==> src/rtl/fir_sched_pkg.sv <==
// Shared types and helpers for the FIR band scheduler and its tap counter.
// State encodings stay as plain constants so older band wrappers can reuse them.
package fir_sched_pkg;

    localparam int PTR_W    = 10;
    localparam int DEF_TAPS = 1021;
    localparam int DEF_PIPE = 2;

    localparam logic [2:0] S_IDLE  = 3'd0;
    localparam logic [2:0] S_CLR   = 3'd1;
    localparam logic [2:0] S_RUN   = 3'd2;
    localparam logic [2:0] S_DRAIN = 3'd3;
    localparam logic [2:0] S_RES   = 3'd4;
    localparam logic [2:0] S_DONE  = 3'd5;

    typedef enum logic [2:0] {
        ST_IDLE  = S_IDLE,
        ST_CLR   = S_CLR,
        ST_RUN   = S_RUN,
        ST_DRAIN = S_DRAIN,
        ST_RES   = S_RES,
        ST_DONE  = S_DONE
    } state_t;

    // Index of the lowest set bit; 0 when the mask is empty.
    function automatic logic [2:0] lowest_band(input logic [7:0] mask);
        logic [2:0] idx;
        idx = '0;
        for (int i = 7; i >= 0; i--) begin
            if (mask[i]) idx = 3'(i);
        end
        return idx;
    endfunction

endpackage

==> src/rtl/fir_tap_cnt.sv <==
// Coefficient address counter: clears, steps while enabled and wraps after TAPS-1.
module fir_tap_cnt
    import fir_sched_pkg::*;
#(
    parameter int TAPS = DEF_TAPS
) (
    input  logic             clk,
    input  logic             rst,
    input  logic             clr,
    input  logic             en,
    output logic [PTR_W-1:0] cnt,
    output logic             tc
);

    assign tc = (cnt == PTR_W'(TAPS - 1));

    // Wrapping at terminal count leaves the address at 0 once the sweep ends.
    always_ff @(posedge clk) begin
        if (rst || clr) begin
            cnt <= '0;
        end else if (en) begin
            cnt <= tc ? '0 : cnt + PTR_W'(1);
        end
    end

endmodule

==> src/rtl/fir_band_sched.sv <==
// Time-multiplexes one FIR core and coefficient ROM across NUM_BANDS bands,
// sweeping every enabled band once per accepted sample in ascending order.
module fir_band_sched
    import fir_sched_pkg::*;
#(
    parameter int NUM_BANDS = 4,
    parameter int TAPS      = DEF_TAPS,
    parameter int PIPE      = DEF_PIPE,
    localparam int BW       = (NUM_BANDS > 1) ? $clog2(NUM_BANDS) : 1
) (
    input  logic                 clk,
    input  logic                 rst,
    input  logic                 smpl_vld,
    input  logic [NUM_BANDS-1:0] band_en,
    input  logic                 ovr_clr,
    output logic                 sequencing,
    output logic [PTR_W-1:0]     cff_ptr,
    output logic [BW-1:0]        band_sel,
    output logic                 acc_clr,
    output logic                 res_vld,
    output logic [BW-1:0]        res_band,
    output logic                 busy,
    output logic                 done,
    output logic                 overrun
);

    state_t               state, nxt;
    logic [NUM_BANDS-1:0] pend, pend_nxt, sel_mask;
    logic [BW-1:0]        sel_nxt;
    logic [7:0]           dcnt;
    logic                 tc, ovr_set;

    assign sel_mask = NUM_BANDS'(1) << band_sel;

    fir_tap_cnt #(.TAPS(TAPS)) u_tap_cnt (
        .clk (clk),
        .rst (rst),
        .clr (state == ST_CLR),
        .en  (state == ST_RUN),
        .cnt (cff_ptr),
        .tc  (tc)
    );

    always_comb begin
        nxt      = state;
        pend_nxt = pend;
        sel_nxt  = band_sel;
        ovr_set  = 1'b0;
        case (state)
            ST_IDLE, ST_DONE: begin
                nxt     = ST_IDLE;
                sel_nxt = '0;
                if (smpl_vld) begin
                    pend_nxt = band_en;
                    if (band_en != '0) begin
                        nxt     = ST_CLR;
                        sel_nxt = BW'(lowest_band(8'(band_en)));
                    end else begin
                        nxt = ST_DONE;
                    end
                end
            end
            ST_CLR: nxt = ST_RUN;
            ST_RUN: if (tc) nxt = ST_DRAIN;
            ST_DRAIN: if (dcnt == 8'(PIPE - 1)) nxt = ST_RES;
            ST_RES: begin
                pend_nxt = pend & ~sel_mask;
                if (pend_nxt != '0) begin
                    nxt     = ST_CLR;
                    sel_nxt = BW'(lowest_band(8'(pend_nxt)));
                end else begin
                    nxt     = ST_DONE;
                    sel_nxt = '0;
                end
            end
            default: nxt = ST_IDLE;
        endcase
        // A sample arriving mid-sweep is dropped; only the flag records it.
        if (state != ST_IDLE && state != ST_DONE) ovr_set = smpl_vld;
    end

    // Outputs are decoded from the next state so they align with it in one register stage.
    always_ff @(posedge clk) begin
        if (rst) begin
            state      <= ST_IDLE;
            pend       <= '0;
            dcnt       <= '0;
            band_sel   <= '0;
            sequencing <= 1'b0;
            acc_clr    <= 1'b0;
            res_vld    <= 1'b0;
            res_band   <= '0;
            busy       <= 1'b0;
            done       <= 1'b0;
            overrun    <= 1'b0;
        end else begin
            state      <= nxt;
            pend       <= pend_nxt;
            dcnt       <= (state == ST_DRAIN) ? dcnt + 8'd1 : 8'd0;
            band_sel   <= sel_nxt;
            sequencing <= (nxt == ST_RUN);
            acc_clr    <= (nxt == ST_CLR);
            res_vld    <= (nxt == ST_RES);
            res_band   <= (nxt == ST_RES) ? sel_nxt : '0;
            busy       <= (nxt == ST_CLR) || (nxt == ST_RUN) ||
                          (nxt == ST_DRAIN) || (nxt == ST_RES);
            done       <= (nxt == ST_DONE);
            overrun    <= ovr_set || (overrun && !ovr_clr);
        end
    end

endmodule

==> config.mk <==
export PLATFORM = sky130hd
export DESIGN_NAME = fir_band_sched
export DESIGN_NICKNAME = d
export VERILOG_FILES = /design/src/rtl/fir_sched_pkg.sv /design/src/rtl/fir_tap_cnt.sv /design/src/rtl/fir_band_sched.sv
export SDC_FILE = /design/constraint.sdc
export NUM_CORES = 1
export LEC_CHECK = 0
export CORE_UTILIZATION = 43
export DETAILED_ROUTE_END_ITERATION = 16
export GPL_ROUTABILITY_DRIVEN = 0
export GPL_TIMING_DRIVEN = 1
export MAX_ROUTING_LAYER = met4
export PLACE_DENSITY = 0.66
export SLEW_MARGIN = 30
export SYNTH_ARGS = -nofsm -noshare
export SYNTH_HDL_FRONTEND = slang
export SYNTH_SLANG_ARGS = --single-unit
==> constraint.sdc <==
create_clock -name clk -period 1.9 [get_ports clk]
set_clock_uncertainty 0.05 [all_clocks]
set_input_delay 0.475 -clock clk [delete_from_list [all_inputs] [get_ports clk]]
set_output_delay 0.475 -clock clk [all_outputs]
set_load 0.01 [all_outputs]
# --- Word level (Yosys, flattened, before mapping) ---
# Index checks and enable logic that the tools add are counted.
op_classes:
  add_sub_neg: 2
  n_eq_ne: 14
  shifts: 1
  mux: 22
  bitwise: 4
  reduce_logical: 17
ops:
  columns: ["cell", "n"]
  rows:
  - ["$mux W2", 11]
  - ["$mux W3", 5]
  - ["$pmux W3 S5", 1]
  - ["$eq A3 B2 Y1 const B", 4]
  - ["$eq A3 B3 Y1 const B", 4]
  - ["$add A10 B1 Y10 const B", 1]
  - ["$eq A10 B10 Y1 const B", 1]
  - ["$mux W10", 1]
  - ["$add A8 B1 Y8 const B", 1]
  - ["$eq A8 B1 Y1 const B", 1]
  - ["$pmux W4 S2", 1]
  - ["$reduce_bool A4 Y1", 2]
  - ["$eq A3 B1 Y1 const B", 2]
  - ["$reduce_or A2 Y1", 3]
  - ["$logic_or A1 B1 Y1", 5]
  - ["$and A4 B4 Y4", 1]
  - ["$mux W4", 1]
  - ["$not A4 Y4", 1]
  - ["$pmux W2 S2", 1]
  - ["$shl A1 B2 Y4 const A", 1]
  - ["$logic_not A3 Y1", 1]
  - ["$ne A3 B3 Y1 const B", 1]
  - ["$reduce_bool A3 Y1", 1]
  - ["$logic_and A1 B1 Y1", 2]
  - ["other kinds (6)", 7]
word_totals:
  regBits: 35
  inputBits: 8
  out_inout_bits: 20
  word_cells: 72

# --- Longest topological paths before layout ---
# Gate-level depths: netlist of run 1.
depth:
  depth_word: 10
  depth_mapped: 7
  mapped_depth_nobuf: 6

# --- Modules after synthesis ---
# From an unflattened synthesis of run 1, not the netlist that was laid out.
hier_totals:
  hier_cells: 191
  area_unflattened_um2: 1710.4
by_module_without_submodules:
  columns: ["module", "instances", "cells_each", "area_per_inst_um2", "seq_area_each_um2"]
  rows:
  - ["fir_band_sched", 1, 138, 1232.4, 500.5]
  - ["fir_tap_cnt", 1, 53, 478.0, 200.2]

# --- Least setup slack after synthesis of run 1 ---
# OpenSTA, ideal clock, no wires.
synth_timing:
  path_kind: "register -> register"
  from: "register u_tap_cnt.cnt[0]"
  to: "register u_tap_cnt.cnt[0]"
  setup_ns: 0.070
  arrival_ns: 1.405
  required_time_ns: 1.780
  setup_slack_ns: 0.376
  stages_incl_launch_ff: 8
  path_buffers: 1
  synth_period_minus_slack_ns: 1.524
  cell_sequence: "dfxtp_1 -> inv_1 -> ha_1 -> nand3_1 -> nor4_1 -> or3_1 -> buf_4 -> a21oi_1"
synth_via:
  elab_chain_cells: 2
  word_cells_on_any_way: 3
  cone_classes: "1 x add/sub; 1 x eq/ne; 1 x mux"
synth_rtl:
  columns: ["element", "line", "text"]
  rows:
  - ["start: declaration", "fir_tap_cnt.sv:11", "output logic [PTR_W-1:0] cnt,"]
  - ["start signal: assignment", "fir_tap_cnt.sv:22", "cnt <= tc ? '0 : cnt + PTR_W'(1);"]
  - ["$add A10 B1 Y10 or $eq A10 B10 Y1 (tied branches)", "fir_tap_cnt.sv:22, fir_tap_cnt.sv:15", null]
  - ["$mux W10 *", "fir_tap_cnt.sv:22", null]
# Mark *: on every way between the ends. The rest lies on a longest branch, timed or not.
# A chain may end at the register's enable or synchronous reset.

# --- Worst setup path after layout of run 1 ---
layout_timing:
  from: "input smpl_vld"
  to: "register band_sel[1]"
layout_via:
  elab_chain_cells: 2
layout_rtl:
  columns: ["element", "line", "text"]
  rows:
  - ["start: declaration", "fir_band_sched.sv:13", "input logic smpl_vld,"]
  - ["$mux W2", "fir_band_sched.sv:53", "if (smpl_vld) begin"]
  - ["$pmux W2 S2", "fir_band_sched.sv:49", "case (state)"]
  - ["end signal: assignment", "fir_band_sched.sv:100", "band_sel <= sel_nxt;"]
  - ["end: declaration", "fir_band_sched.sv:18", "output logic [BW-1:0] band_sel,"]
# No other way between the ends.

==> results.md, run 1 <==
* Status: finished clean
* Layout Nets at ~250
* Layout cells sized above 1 at around a fifth
* Clk slew on worst S/H paths at 70 ps
* Sw power at just under 0.4 mW
* Clock share of power at roughly a third
* Root buf cell: clkbuf_8
* RSZ-0062 raised after global routing: no
* Post-synthesis register bit count at 35
* Port buffer count at 27
* PwrDens at approximately 660 nW/um^2
* Req. time, crit path at about 2100 ps
* Avg Cell Area, Syn at 9.15 um^2
* Worst setup path class: primary input to flop
* Total GRT Usage at roughly a fifth
* Post-CTS sizing at 1
* Post-synthesis cell area at 1780 um^2
* Synth Area in Compound Gates at ~17%
* Vias in the first global route at ~1500
* CTS tree: done
* Synth Area in Adders at under 10%
* First-pass GRT wire length at roughly 6.8 mm
* Synth cell types at 53
* Std cell rows at 22
* Core Footprint at about 3800 um^2
* Critical Path AT at slightly below 2000 ps
* Crit end category: flop
* Synth Area in Simple Gates at between 20% and 30%
* Routed wire length per instance at roughly 14 um
* Tightest Hold Check Type: flop to flop
* Total Power at between 1.5 and 2 mW
* Synth Net Count at about 210
* Maximum level of the CTS H-tree at 2
* Post-CTS Setup Bufs at 0
* Number of max-cap violations at 0
* CP startpoint kind: primary input
* Peak Freq at roughly 550 MHz
* Hold_buf cts at 0
* Maximum vdd drop at just over 400 uV
* Final setup TNS at 0 ps
* Clk buf depth at 2
* Place WS at -249 ps
* Commonest register cell after synthesis: dfxtp_1
* Final worst-path cycle share at 96.5%
* Combinational group share of total power at between 10% and 20%
* Seq/Total Area, Yosys at 39.5%
* Pins Over Slew Limit at 0
* Sw frac at 25.5%
* Synth async-reset ratio at 0%
* GRT overflow at 0
* Drc violations at 0
* Top cells by area, synth: dfxtp_1, nor2_1, xnor2_1
* Die W at about 66 um
* Number of synthesis warnings at 0
* Largest net degree at the start of global routing at 20
* Int Power at 1.14 mW
* Mux cell area share after synthesis at 0.564%
* Area grow syn2layout at 29.8%
* I/O pins at 28
* Initial antenna violation count at 0
* Share of the synthesized area in the top cell type at about two fifths
* Fin. Hold Viols at 0
* Post-layout min period at around 1800 ps
* Slowest cell delay on critical path at 610 ps
* Smallest setup slack after layout at around 66 ps
* Slew HR at between 60 and 70%
* Crit Path Max Fanout at 6
* Clk_lat worst skew at ~280 ps
* Largest family of logic cells by synthesized area: simple AND/OR/NAND/NOR gates
* Pre-Repair DR Iteration Count at 4
* Die area at approximately 4400 um^2
* Initial Util at between 40% and 50%
* Worst slew pin tran at about 450 ps
* Detailed Place HPWL at 3.05 mm
* Diode count at 0
* Setup violations, final at 0
* Syn Inst Count at roughly 190
* # clock sinks at 35
* CP bufs+invs at 1
* Area leader, netlist: dfxtp_1
* Slowest stage cell on the critical path: clkdlybuf4s50_1
* Die Ht at ~66 um
* Synth Area in XOR/XNOR at 7.40%
* Delay-heaviest family, CP: buffers and inverters
* Vias per inst at between 5 and 6
* Worst path cell trace: clkdlybuf4s50_1 -> nor2b_4 -> nand2_1 -> o41a_1 -> a21oi_1
* DR iter-0 viols at a little under 100
* Via Count at roughly 1600
* Number of synthesized flops with an enable pin at 0
* Detail Route Antenna Nets at 0
* Static leakage at 0.811 nW
* Most frequent cells after synthesis: dfxtp_1, nor2_1, nand2_1
* Post-Route WL at 4.02 mm
* Sequential share of power at 50.6%
* Top-count cell post-synth: dfxtp_1
* Total CTS buffers at 5
## path summary, 6_finish.rpt
path / startpoint / end / slack (ps) / depth (start not counted)
setup / recovery: smpl_vld / band_sel[1] / 70 / 5
hold / removal: overrun / overrun / 430 / 2
hold reg to reg: overrun / overrun / 430 / 2
setup reg to reg: state[0] / band_sel[1] / 150 / 5
## flip-flops by register name, summed over array words and instances, names as in the netlist, 2 cells and up
| name | cells |
|---|---|
| res_band | 2 |
| pend | 4 |
| dcnt | 8 |
| u_tap_cnt.cnt | 10 |
| state | 3 |
| band_sel | 2 |
## cells by family (layout without fill, tap and decap cells)
group,after synthesis,in the layout
and+or+nand+nor,89,89
adders and majority gates,4,4
DFF,35,35
xor gates and xnor gates,15,15
AOI/OAI and AO/OA,38,38
muxes,1,1
buffers and inverters,12,60
## power groups by stage
stage	clock, mW	combinational, mW	sequential (mW)
detailed placement	0	0.240	0.790
finish	0.508	0.247	0.774
CTS	0.522	0.243	0.773
global route	0.551	0.270	0.777
floorplan	0	0.137	0.793
global placement	0	0.234	0.789
## layer usage
metal	part of all wire (%)	vias up	global-route usage (%)
met4	1.7	0	10.6
li1	-	786	-
met2	48	35	33.5
met1	46	741	25.5
met5	0	-	-
met3	4.2	7	3.79
## tightest hold or removal path: stages (launching register included)
cell and delay (ps):
dfxtp_1 310, nand2b_1 70, a21oi_1 60
## cells in the final DEF, fill, tap and decap left out, types with 5 or more instances in the layout
cell type,netlist,final
inv_1,6,6
nor3_1,5,5
buf_4,2,19
clkdlybuf4s50_1,0,27
nand3_1,8,8
nor2_1,23,23
dfxtp_1,35,33
xor2_1,7,7
a21oi_1,11,11
nand2_1,15,15
nand2b_1,5,5
clkbuf_8,0,5
xnor2_1,8,8
## stage by stage
step	instances	hold slack, ps	area [um^2]	util (%)
2_1_floorplan	194	403	1780	-
3_3_place_gp	282	401	2200	58.0
3_5_place_dp	282	426	2200	58.0
4_1_cts	290	435	2290	60.2
5_1_grt	290	460	2300	60.7
6_report	290	429	2300	60.7
## final cells by class
cell class                 count  area, um^2
timing repair buffer          46         413
tap                           48        60.1
sequential                    35         703
clock inverter                 1        5.00
multi-input combinational    147        1020
clock buffer                   7        76.3
fill                         345        1490
inverter                       6        22.5
Power figures use the tool's default switching activity.
==> inputs of run 2 (changes only) <==
CELL_PAD_IN_SITES_DETAIL_PLACEMENT = 0   (was unset)
CELL_PAD_IN_SITES_GLOBAL_PLACEMENT = 2   (was unset)
CORE_MARGIN = 5   (was unset)
CORE_UTILIZATION = 32   (was 43)
PLACE_DENSITY = unset   (was 0.66)
PLACE_DENSITY_LB_ADDON = 0.1   (was unset)
==> run 2 against run 1 <==
  * Global-route usage fell by 7.8 points
  * Sequential power barely moved
  * Non-clock buffer count rose by 4
  * Worst setup slack improved by 12 ps
  * Sequential share of layout area fell by 0.94 points
  * Routed wire length rose by 11%
  * Final area rose by 3.4%
  * Fmax rose by 0.66%
  * Clock power rose by 6.9%
  * Cell count rose by 9.7%
  * First-iteration DRC count rose by 5.1%
  * Critical path type is now flop to output port
  * Critical endpoint is now cff_ptr[5]
  * Largest cell class unchanged
  * Highest routed layer unchanged
==> results.md, run 2 (synthesis gave the netlist of run 1 again) <==
* Post-route cell area at 2380 um^2
* Biggest register: u_tap_cnt.cnt
* Final non-filler cell total at ~320
* Req. time, crit path at about 1400 ps
* Number of max-cap violations at 0
* Post-Route WL at approximately 4.5 mm
* CP startpoint kind: flop
* GRT overflow at 0
* Static leakage at 0.844 nW
* Post-CTS Setup Bufs at 0
* Core Footprint at between 5000 and 6000 um^2
* Hold Path Sink: overrun
* Hold_buf cts at 0
* Worst setup path class: flop to output port
* Die area at between 7000 and 8000 um^2
* Total Power at ~1.6 mW
* Die W at 84.5 um
* Pins Over Slew Limit at 0
* Hold path start: overrun
* # clock sinks at 35
* Detail Route Antenna Nets at 0
* Post-layout min period at 1820 ps
* Fin. Hold Viols at 0
* Commonest cells after routing, fill and taps aside: dfxtp_1, clkdlybuf4s50_1, nor2_1, buf_4, nand2_1
* Total CTS buffers at 5
* Pre-Repair DR Iteration Count at 4
* Placement Cell Area at 2260 um^2
* Slowest stage cell on the critical path: clkdlybuf4s50_1
* Worst slew pin tran at around 380 ps
* DR iter-0 viols at between 100 and 150
* Vias in the first global route at roughly 1600
* Status: finished clean
* Slowest cell delay on critical path at between 500 and 600 ps
* Clk slew on worst S/H paths at around 80 ps
* Largest net degree at the start of global routing at 20
* Tightest Hold Check Type: flop to flop
* Critical Path AT at 1300 ps
* Final worst-path cycle share at 95.9%
* Smallest setup slack after layout at 78.2 ps
* Setup violations, final at 0
* Die Ht at 84.5 um
* Crit end category: output port
* Routed wire length per instance at 14.1 um
* Reg2reg start: state[0]
* I/O pins at 28
* CP bufs+invs at 1
* Delay-heaviest family, CP: buffers and inverters
* Detailed Place HPWL at 3.38 mm
* Worst path cell trace: clkdlybuf4s50_1
* Capturing point of the worst reg2reg path: done
* Crit Path Max Fanout at 6
* Via Count at approximately 1600
* Commonest non-fill, non-tap cell in the layout: dfxtp_1
* First-pass GRT wire length at between 7 and 8 mm
* Std cell rows at 27
* Initial antenna violation count at 0
* Clk_lat worst skew at between 200 and 300 ps
* Port buffer count at 27
* Place WS at -151 ps
* RSZ-0062 raised after global routing: no
* Clk buf depth at 2
* Worst hold path depth at 2
* Util after Layout at a little over two fifths
* Fillers at between 500 and 600
* Root buf cell: clkbuf_8
* Maximum level of the CTS H-tree at 2
* Maximum vdd drop at a little under 300 uV
* CTS tree: done
* Reg2Reg Setup Slack at approximately 150 ps
* Layout cells sized above 1 at between 20% and 30%
* Max reg flops at 10
* Vias per inst at between 4 and 5
* Regs by FF count: u_tap_cnt.cnt x10, dcnt x8, pend x4
* Peak Freq at between 500 and 600 MHz
* Diode count at 0
* Placed cells at 310
* Drc violations at 0
* Initial Util at about a third
* Reg2Reg Depth at 6
* Area grow syn2layout at 34.2%
* Slew HR at 74.2%
* Layout Nets at approximately 260
* PwrDens at about 660 nW/um^2
* Critical path depth in cells at 1
* Total GRT Usage at 13.3%
-- run 2: layout make-up --
class	instances	area, um^2	area share (%)
clock buffers	5	68.8	2.89
clock inverters	3	20.0	0.840
inverters	6	22.5	0.945
multi-input cells	147	1030	43.4
flip-flops and latches	35	704	29.6
well taps	72	90.1	3.78
repair buffers	50	443	18.6
-- run 2: layer usage --
| metal | vias up | GRT usage (%) | share of wire (%) |
|---|---|---|---|
| li1 | 787 | - | - |
| met1 | 757 | 17.2 | 49 |
| met2 | 31 | 20.4 | 46 |
| met3 | 5 | 3.24 | 3.5 |
| met4 | 0 | 4.60 | 1.2 |
| met5 | - | - | 0 |
-- run 2: worst max-delay path by stage --
stage / startpoint / endpoint / slack (ps)
global placement: smpl_vld / busy / -110
CTS: band_sel[0] / band_sel[0] / 8
global route: u_tap_cnt.cnt[5] / cff_ptr[5] / 30
detailed placement: smpl_vld / done / -150
finish: u_tap_cnt.cnt[5] / cff_ptr[5] / 80
floorplan: u_tap_cnt.cnt[0] / u_tap_cnt.cnt[0] / 380
-- run 2: stage by stage --
stage / TNS, ps / hold WS (ps)
2_1_floorplan: 0 / 403
3_3_place_gp: -1190 / 404
3_5_place_dp: -1620 / 418
4_1_cts: 0 / 434
5_1_grt: 0 / 451
6_report: 0 / 425
-- run 2: what timing repair did --
action / CTS / global route
resized for setup: 3 / 4
endpoints found under the hold margin: 0 / 0
endpoints found under the setup margin: 12 / 2
-- run 2: power by group --
group,switching (mW),internal [mW]
combinational,0.121,0.133
sequential,0.0199,0.755
clock,0.288,0.255
